===== src/rtl/if_fetch_stage_pkg.sv =====
// Shared types and constants for the MIPS instruction-fetch stage.
package if_pkg;

  localparam int unsigned INSTR_W           = 32;
  localparam logic [31:0] PC_STEP           = 32'd4;
  localparam logic [31:0] NOP_INSTR_DEFAULT = 32'h0000_0000;

  typedef enum logic [1:0] {
    SEL_SEQ    = 2'd0,
    SEL_BRANCH = 2'd1,
    SEL_JUMP   = 2'd2,
    SEL_HOLD   = 2'd3
  } next_pc_sel_t;

  function automatic logic [INSTR_W-1:0] align_word(input logic [INSTR_W-1:0] addr);
    return {addr[INSTR_W-1:2], 2'b00};
  endfunction

endpackage


===== src/rtl/if_fetch_stage_next_pc_mux.sv =====
// Next-PC priority select: branch (older, from EX) > jump (ID) > hold > sequential.
module if_next_pc_mux
  import if_pkg::*;
(
  input  logic [INSTR_W-1:0] i_pc,
  input  logic               i_stall,
  input  logic               i_imem_ready,
  input  logic               i_branch_taken,
  input  logic [INSTR_W-1:0] i_branch_target,
  input  logic               i_jump,
  input  logic [INSTR_W-1:0] i_jump_target,
  output logic [1:0]         o_sel,
  output logic [INSTR_W-1:0] o_next_pc,
  output logic [INSTR_W-1:0] o_pc_plus4
);

  next_pc_sel_t       w_sel;
  logic [INSTR_W-1:0] w_pc_plus4;

  assign w_pc_plus4 = i_pc + PC_STEP;

  always_comb begin
    w_sel     = SEL_SEQ;
    o_next_pc = w_pc_plus4;
    if (i_branch_taken) begin
      w_sel     = SEL_BRANCH;
      o_next_pc = align_word(i_branch_target);
    end else if (i_jump) begin
      w_sel     = SEL_JUMP;
      o_next_pc = align_word(i_jump_target);
    end else if (i_stall || !i_imem_ready) begin
      w_sel     = SEL_HOLD;
      o_next_pc = i_pc;
    end
  end

  assign o_sel      = w_sel;
  assign o_pc_plus4 = w_pc_plus4;

endmodule


===== src/rtl/if_fetch_stage.sv =====
// IF stage: PC register, next-PC selection and IF/ID pipeline register.
// Optional performance counters are enabled with `define IF_PERF_CNT_EN.
module if_fetch_stage
  import if_pkg::*;
#(
  parameter logic [31:0] RESET_PC  = 32'h0000_0000,
  parameter logic [31:0] NOP_INSTR = NOP_INSTR_DEFAULT
`ifdef IF_PERF_CNT_EN
  ,
  parameter int unsigned CNT_W     = 32
`endif
) (
  input  logic        clk,
  input  logic        rst_n,
  input  logic        inStall,
  input  logic        inBranchTaken,
  input  logic [31:0] inBranchTarget,
  input  logic        inJump,
  input  logic [31:0] inJumpTarget,
  input  logic        inImemReady,
  input  logic [31:0] inImemData,
  output logic [31:0] outImemAddr,
  output logic [31:0] outInstruction,
  output logic [31:0] outPostPc,
`ifdef IF_PERF_CNT_EN
  output logic [CNT_W-1:0] outFetchCount,
  output logic [CNT_W-1:0] outBubbleCount,
`endif
  output logic        outValid
);

  logic [INSTR_W-1:0] r_pc;
  logic [INSTR_W-1:0] r_instr;
  logic [INSTR_W-1:0] r_post_pc;
  logic               r_valid;

  logic [1:0]         w_sel_raw;
  next_pc_sel_t       w_sel;
  logic [INSTR_W-1:0] w_next_pc;
  logic [INSTR_W-1:0] w_pc_plus4;
  logic               w_load_fetch;
  logic               w_load_bubble;

  if_next_pc_mux u_next_pc_mux (
    .i_pc            (r_pc),
    .i_stall         (inStall),
    .i_imem_ready    (inImemReady),
    .i_branch_taken  (inBranchTaken),
    .i_branch_target (inBranchTarget),
    .i_jump          (inJump),
    .i_jump_target   (inJumpTarget),
    .o_sel           (w_sel_raw),
    .o_next_pc       (w_next_pc),
    .o_pc_plus4      (w_pc_plus4)
  );

  assign w_sel = next_pc_sel_t'(w_sel_raw);

  // HOLD covers both stall and imem-not-ready; only the latter flushes IF/ID.
  always_comb begin
    w_load_fetch  = 1'b0;
    w_load_bubble = 1'b0;
    case (w_sel)
      SEL_SEQ:               w_load_fetch  = 1'b1;
      SEL_BRANCH, SEL_JUMP:  w_load_bubble = 1'b1;
      SEL_HOLD:              w_load_bubble = !inStall;
      default:               w_load_bubble = 1'b0;
    endcase
  end

  always_ff @(posedge clk or negedge rst_n) begin
    if (!rst_n) begin
      r_pc <= RESET_PC;
    end else begin
      r_pc <= w_next_pc;
    end
  end

  always_ff @(posedge clk or negedge rst_n) begin
    if (!rst_n) begin
      r_instr   <= NOP_INSTR;
      r_post_pc <= '0;
      r_valid   <= 1'b0;
    end else if (w_load_fetch) begin
      r_instr   <= inImemData;
      r_post_pc <= w_pc_plus4;
      r_valid   <= 1'b1;
    end else if (w_load_bubble) begin
      r_instr   <= NOP_INSTR;
      r_post_pc <= '0;
      r_valid   <= 1'b0;
    end
  end

`ifdef IF_PERF_CNT_EN
  logic [CNT_W-1:0] r_fetch_cnt;
  logic [CNT_W-1:0] r_bubble_cnt;

  always_ff @(posedge clk or negedge rst_n) begin
    if (!rst_n) begin
      r_fetch_cnt  <= '0;
      r_bubble_cnt <= '0;
    end else begin
      if (w_load_fetch && (r_fetch_cnt != '1)) begin
        r_fetch_cnt <= r_fetch_cnt + CNT_W'(1);
      end
      if (w_load_bubble && (r_bubble_cnt != '1)) begin
        r_bubble_cnt <= r_bubble_cnt + CNT_W'(1);
      end
    end
  end

  assign outFetchCount  = r_fetch_cnt;
  assign outBubbleCount = r_bubble_cnt;
`endif

  assign outImemAddr    = r_pc;
  assign outInstruction = r_instr;
  assign outPostPc      = r_post_pc;
  assign outValid       = r_valid;

endmodule


===== config.mk =====
export PLATFORM = sky130hd
export DESIGN_NAME = if_fetch_stage
export DESIGN_NICKNAME = d
export VERILOG_FILES = /design/src/rtl/if_fetch_stage_pkg.sv /design/src/rtl/if_fetch_stage_next_pc_mux.sv /design/src/rtl/if_fetch_stage.sv
export SDC_FILE = /design/constraint.sdc
export NUM_CORES = 1
export LEC_CHECK = 0
export ABC_AREA = 1
export CORE_MARGIN = 1.5
export CORE_UTILIZATION = 40
export CTS_CLUSTER_DIAMETER = 80
export DETAILED_ROUTE_END_ITERATION = 16
export MAX_ROUTING_LAYER = met4
export PLACE_DENSITY = 0.75
export SLEW_MARGIN = 40
export SYNTH_ARGS = -nofsm -noshare
export SYNTH_HDL_FRONTEND = slang
export SYNTH_SLANG_ARGS = --single-unit

===== constraint.sdc =====
create_clock -name clk -period 1.64 [get_ports clk]
set_clock_uncertainty 0.15 [all_clocks]
set_input_delay 0.246 -clock clk [delete_from_list [all_inputs] [get_ports clk]]
set_output_delay 0.246 -clock clk [all_outputs]
set_load 0.02 [all_outputs]

==> results of run 1 <==
routing by layer:
metal,vias up,part of all wire (%),GRT usage (%)
met3,31,5.4,3.88
li1,2513,-,-
met5,-,0,-
met4,0,2.1,9.75
met1,2657,44,36.9
met2,238,48,41.2
logic make-up after synthesis:
logic type	Yosys count
compound gates	155
fa+ha+maj	1
other cells	1
buf+inv	75
simple gates	275
xor+xnor	7
flops	93
power groups by stage:
| stage | logic [W] | clock network [W] | registers (W) |
|---|---|---|---|
| 3_5_place_dp | 0.00161 | 0 | 0.00261 |
| 6_report | 0.00180 | 0.00239 | 0.00259 |
| 4_1_cts | 0.00159 | 0.00242 | 0.00257 |
| 2_1_floorplan | 0.000533 | 0 | 0.00275 |
| 5_1_grt | 0.00193 | 0.00250 | 0.00260 |
| 3_3_place_gp | 0.00158 | 0 | 0.00260 |
worst reg2reg max path: stages, from the launching register on:
cell and delay [ns]:
dfrtp_2 0.42, ha_4 0.17, nand2_4 0.05, nor2_4 0.15
nand2_4 0.11, nor2_4 0.19, nand2_1 0.09, nand2_2 0.08
nand2_1 0.08, a22o_1 0.18
timing repair:
item,in CTS,in global routing
buffers inserted,2,16
endpoints found under the hold margin,93,0
resized for setup,158,141
setup endpoints to repair,138,64
pin swaps,20,44
hold buffers,1,0
layout make-up:
cell class,instances,area [um^2]
Clock buffer,10,239
Clock inverter,6,97.6
Fill cell,947,3710
Inverter,42,163
Multi-Input combinational cell,442,2820
Sequential cell,93,2330
Tap cell,147,184
Timing Repair Buffer,265,2460
synth_stat cells (3+ instances only):
master / number / area share, %
o22ai_1: 3 / 0.38
clkbuf_1: 15 / 1.1
nor2_4: 5 / 1.1
o21ai_0: 22 / 2.2
a22o_1: 48 / 8.6
dfrtp_1: 93 / 47
buf_2: 7 / 0.71
a21oi_1: 59 / 6.0
inv_1: 41 / 3.1
nand3_1: 33 / 3.4
a22oi_1: 8 / 1.2
a21o_1: 13 / 2.0
nor2_2: 5 / 0.64
buf_4: 5 / 0.76
xor2_1: 6 / 1.1
nand2_1: 121 / 9.2
nor2_1: 105 / 8.0
flip-flops by register name, summed over array words and instances (netlist names):
name / count
outInstruction: 32
outPostPc: 30
outImemAddr: 30
outValid: 1
metrics by stage:
step                      cell area (um^2)  hold WS, ns  util (%)  total power, W
final                                 8300        0.195      69.1         0.00678
after floorplan                       4950       -0.200         -         0.00329
after global placement                7380     0.000494      61.5         0.00418
after CTS                             7790        0.192      64.8         0.00658
after detailed placement              7380       0.0139      61.5         0.00422
after global routing                  8300        0.214      69.1         0.00703
worst max path at each step:
stage	end	slack, ns	cells past startpoint
6_report	outPostPc[20]	-0.14	9
5_1_grt	outPostPc[20]	-0.20	9
4_1_cts	outPostPc[20]	-0.08	9
3_5_place_dp	outInstruction[13]	-0.25	7
3_3_place_gp	outInstruction[28]	-0.17	7
2_1_floorplan	outPostPc[20]	-0.04	9
cells in the final DEF (no fill, tap or decap), types with 20 or more instances in the layout:
master / instances
dfrtp_1: 87
nor2_4: 21
a22o_1: 48
clkdlybuf4s50_1: 95
dlygate4sd2_1: 74
a21oi_1: 41
buf_4: 56
nand3_2: 20
nor2_1: 83
nand2_2: 40
inv_1: 38
nand2_1: 76
==> impl_metrics.tcl, run 1 <==
set metrics [dict create \
    p_per_area_mw_per_mm2 817 \
    portBuffers 190 \
    synthCells 607 \
    r2r-end "outPostPc[20]" \
    numCtsBuffers 9 \
    critPathKind "flop to flop" \
    grt_max_degree 57 \
    cpMaxStageDelayCell "dfrtp_2" \
    setup_viol_count_final 38 \
    swShare_pct 31.3 \
    synthAdderAreaFrac_pct 0.255 \
    drt-total-wl_mm 18.0 \
    vias 5439 \
    synth_xor_area_share_pct 1.25 \
    cpPeakStageDelay_ns 0.42 \
    post-route-drc-count 0 \
    p_leak_nw 4.13 \
    r2r_setup_slack_ns -0.14 \
    crit_required_ns 1.73 \
    final_cells 1005 \
    synth_area_mm2 0.00492 \
    irDropWorstVdd_uv 486 \
    row_count 40 \
    die_y_um 114 \
    synthMuxAreaShare_pct 0 \
    crit_path_max_fanout 5 \
    drv_cap 0 \
    cts_tree "done" \
    endpoint_kind "flop" \
    dr.pass1.iters 5 \
    drive_gt1_share_pct 28.6 \
    intPower_w 0.00466 \
    drt_iter0_drc 328 \
    antenna_found_initial 0 \
    nets 956 \
    synth_ff_type "dfrtp_1" \
    power_switching_w 0.00212 \
    clock_latency_ns 0.35 \
    clkTransAtPathRegs_ns 0.07 \
    gp_congestion 0.930 \
    syn_to_final_growth_pct 68.8 \
    htreeDepth 3 \
    seq_area_frac_synth_pct 47.3 \
    die_area_mm2 0.0130 \
    finalSetupTns_ns -2.72 \
    grt_overflow 0 \
    slew_violations 0 \
    pwr-share-comb_pct 26.6 \
    worstSetupStartpointType "flop" \
    status "complete, but fails checks" \
    dp.cells 974 \
    grt_pass1_vias 5140 \
    path_cells "ha_4 > nand2_4 > nor2_4 > nand2_4 > nor2_4 > nand2_1 > nand2_2 > nand2_1 > a22o_1" \
    rsz0062_at_grt "true" \
    ys_ff_latch 93 \
    power_frac_seq_pct 38.1 \
    critPathTopFamily "simple AND/OR/NAND/NOR gates" \
    hold_class "input port to async pin" \
    avgSynthCellArea_um2 8.10 \
    initial_core_util_pct 40.9 \
    cts_max_path_buffers 2 \
    finalHoldViolCount 0 \
    fmax_mhz 561 \
    synth_top_family_by_area "simple AND/OR/NAND/NOR gates" \
    pwr-share-clk_pct 35.3 \
    violations "negative setup slack" \
    ioPinCount 199 \
    synth.distinct_cells 31 \
    avgViaCountPerCell 5.41 \
    grt_pass1_wl_mm 26.6 \
    coreArea_mm2 0.0120 \
    die-width_um 114 \
    fin_ws_ns -0.142 \
    async_flop_share_pct 100 \
    post-place-ws_ns -0.248 \
    hpwl_mm 12.8 \
    r2r-start "outImemAddr[2]" \
    cts_sinks 93 \
    yosysWarnings 0 \
    r2r_cells 9 \
    fin_crit_sh_pct 109 \
    cp_num_buf_inv 0 \
    wl_per_cell_um 17.9 \
    cts-root-buf "clkbuf_16" \
    cp-startpoint "outImemAddr[2]" \
    cp.arrival_ns 1.87 \
    grt.total_usage_pct 27.0 \
    min_period_ns 1.78 \
    diodes 0 \
    detail-route-antenna-nets 0 \
    synth_simple_gate_area_share_pct 23.3 \
    synth_compound_area_share_pct 20.7 \
    synth_edf_count 0 \
]
(Power assumes the default switching activity.)
==> run 2, diff against run 1 <==
--- a/constraint.sdc
+++ b/constraint.sdc
@@ -3,3 +3,3 @@
 set_input_delay 0.246 -clock clk [delete_from_list [all_inputs] [get_ports clk]]
 set_output_delay 0.246 -clock clk [all_outputs]
-set_load 0.02 [all_outputs]
+set_load 0.1 [all_outputs]
==> impl_metrics.tcl, run 2 (synthesis results as in run 1) <==
set metrics [dict create \
    place_area_mm2 0.00847 \
    post-route-drc-count 0 \
    cts-root-buf "clkbuf_16" \
    finalHoldViolCount 0 \
    cts_sinks 93 \
    critPathTopFamily "simple AND/OR/NAND/NOR gates" \
    syn_to_final_growth_pct 90.6 \
    crit_path_max_fanout 4 \
    status "complete, but fails checks" \
    critPathKind "flop to flop" \
    fin_util_pct 78.0 \
    vias 5643 \
    cts_max_path_buffers 2 \
    grt_overflow 0 \
    htreeDepth 3 \
    largest_reg_flops 32 \
    slew_violations 0 \
    cts_tree "done" \
    whs_ns 0.167 \
    grt_pass1_wl_mm 28.7 \
    violations "negative setup slack" \
    fin_ws_ns -0.195 \
    grt_pass1_vias 5535 \
    layout.cells.most_common "buf_12" \
    hold_class "input port to async pin" \
    hpwl_mm 13.6 \
    diodes 0 \
    die_area_mm2 0.0130 \
    detail-route-antenna-nets 0 \
    drv_cap 0 \
    grt_max_degree 57 \
    setup_viol_count_final 44 \
    avgViaCountPerCell 5.65 \
    portBuffers 190 \
    numCtsBuffers 9 \
    initial_core_util_pct 40.9 \
    die_y_um 114 \
    fin_crit_sh_pct 112 \
    coreArea_mm2 0.0120 \
    cpPeakStageDelay_ns 0.44 \
    drt-total-wl_mm 19.5 \
    clkTransAtPathRegs_ns 0.07 \
    clock_latency_ns 0.35 \
    drive_gt1_share_pct 40.3 \
    r2r_setup_slack_ns -0.20 \
    cpMaxStageDelayCell "dfrtp_4" \
    path_cells "nand2_1 > nor2_4 > nand3b_1 > buf_4 > o21ai_4 > nand2_1 > a22o_1" \
    min_period_ns 1.84 \
    total_power_w 0.00797 \
    p_per_area_mw_per_mm2 851 \
    cp.arrival_ns 1.93 \
    grt.total_usage_pct 29.5 \
    ioPinCount 199 \
    worstSetupStartpointType "flop" \
    antenna_found_initial 0 \
    crit_top_cell "nand2_1" \
    die-width_um 114 \
    cp_num_buf_inv 1 \
    endpoint_kind "flop" \
    p_leak_nw 4.20 \
    row_count 40 \
    crit_required_ns 1.73 \
    dr.pass1.iters 5 \
    rsz0062_at_grt "true" \
    nets 950 \
    wl_per_cell_um 19.5 \
    irDropWorstVdd_uv 442 \
    fmax_mhz 545 \
    layout_common_cells "103 x buf_12, 95 x clkdlybuf4s50_1, 89 x nor2_1" \
    post-route-cell-area_mm2 0.00937 \
    gp_congestion 0.962 \
    drt_iter0_drc 457 \
]
==> run 2: cell count changes in the layout (fill, tap and decap cells not counted), sizes merged <==
cell,delta
buf,+85
dlygate4sd2,-74
clkdlybuf4s15,-9
clkbuf,-7
inv,-2
bufinv,-1
clkinv,+1
clkinvlp,+1
==> run 2: cell type report <==
type,count,area [um^2]
flip-flops and latches,93,2420
clock buffers,11,253
fillers,759,2640
multi-input cells,442,2780
well taps,147,184
repair buffers,259,3500
inverters,42,165
clock inverters,5,66.3
==> run 2: path summary, 6_finish.rpt <==
path | depth (start not counted) | to | start
min in group clk | 4 | outImemAddr[2] | inBranchTaken
max | 7 | outPostPc[19] | outImemAddr[3]
max reg2reg | 7 | outPostPc[19] | outImemAddr[3]
max in group asynchronous | 3 | outImemAddr[8] | rst_n
min reg2reg | 2 | outValid | outValid
min | 2 | outValid | rst_n
==> run 2: per-layer routing <==
metal | vias to the layer above | GRT usage, % | share of wire, %
li1 | 2503 | - | -
met1 | 2792 | 38.4 | 40
met2 | 293 | 46.8 | 51
met3 | 55 | 3.61 | 5.8
met4 | 0 | 12.8 | 3.5
met5 | - | - | 0
==> run 2: through the flow <==
stage,setup TNS (ns),cells,worst slack (ns)
2_1_floorplan,-5.27,610,-0.228
3_3_place_gp,-7.12,969,-0.241
3_5_place_dp,-14.93,969,-0.313
4_1_cts,-2.04,987,-0.135
5_1_grt,-7.61,999,-0.241
6_report,-4.54,999,-0.195
==> run 2: report_power, final <==
group	switching, W	internal, W	leakage, nW
logic	0.00189	0.00119	2.86
clock network	0.000960	0.00128	0.154
registers	0.000177	0.00247	1.19
==> run 2: timing repair <==
| item | 4_1_cts | 5_1_grt |
|---|---|---|
| pin swaps | 19 | 41 |
| hold buffers | 1 | 0 |
| gates resized for setup | 32 | 104 |
| hold endpoints to repair | 93 | 0 |
| buffers inserted | 1 | 12 |
| endpoints found under the setup margin | 38 | 47 |
==> run 2: worst register-to-register path, stage by stage (launching register included) <==
cell and delay [ns]:
dfrtp_4 0.44, nand2_1 0.10, nor2_4 0.21, nand3b_1 0.22, buf_4 0.20, o21ai_4 0.13, nand2_1 0.09, a22o_1 0.18
==> run 3, diff against run 2 <==
- CAP_MARGIN: default -> 20
==> results of run 3 <==
Final layout, timing and power as in run 2 (identical DEF).
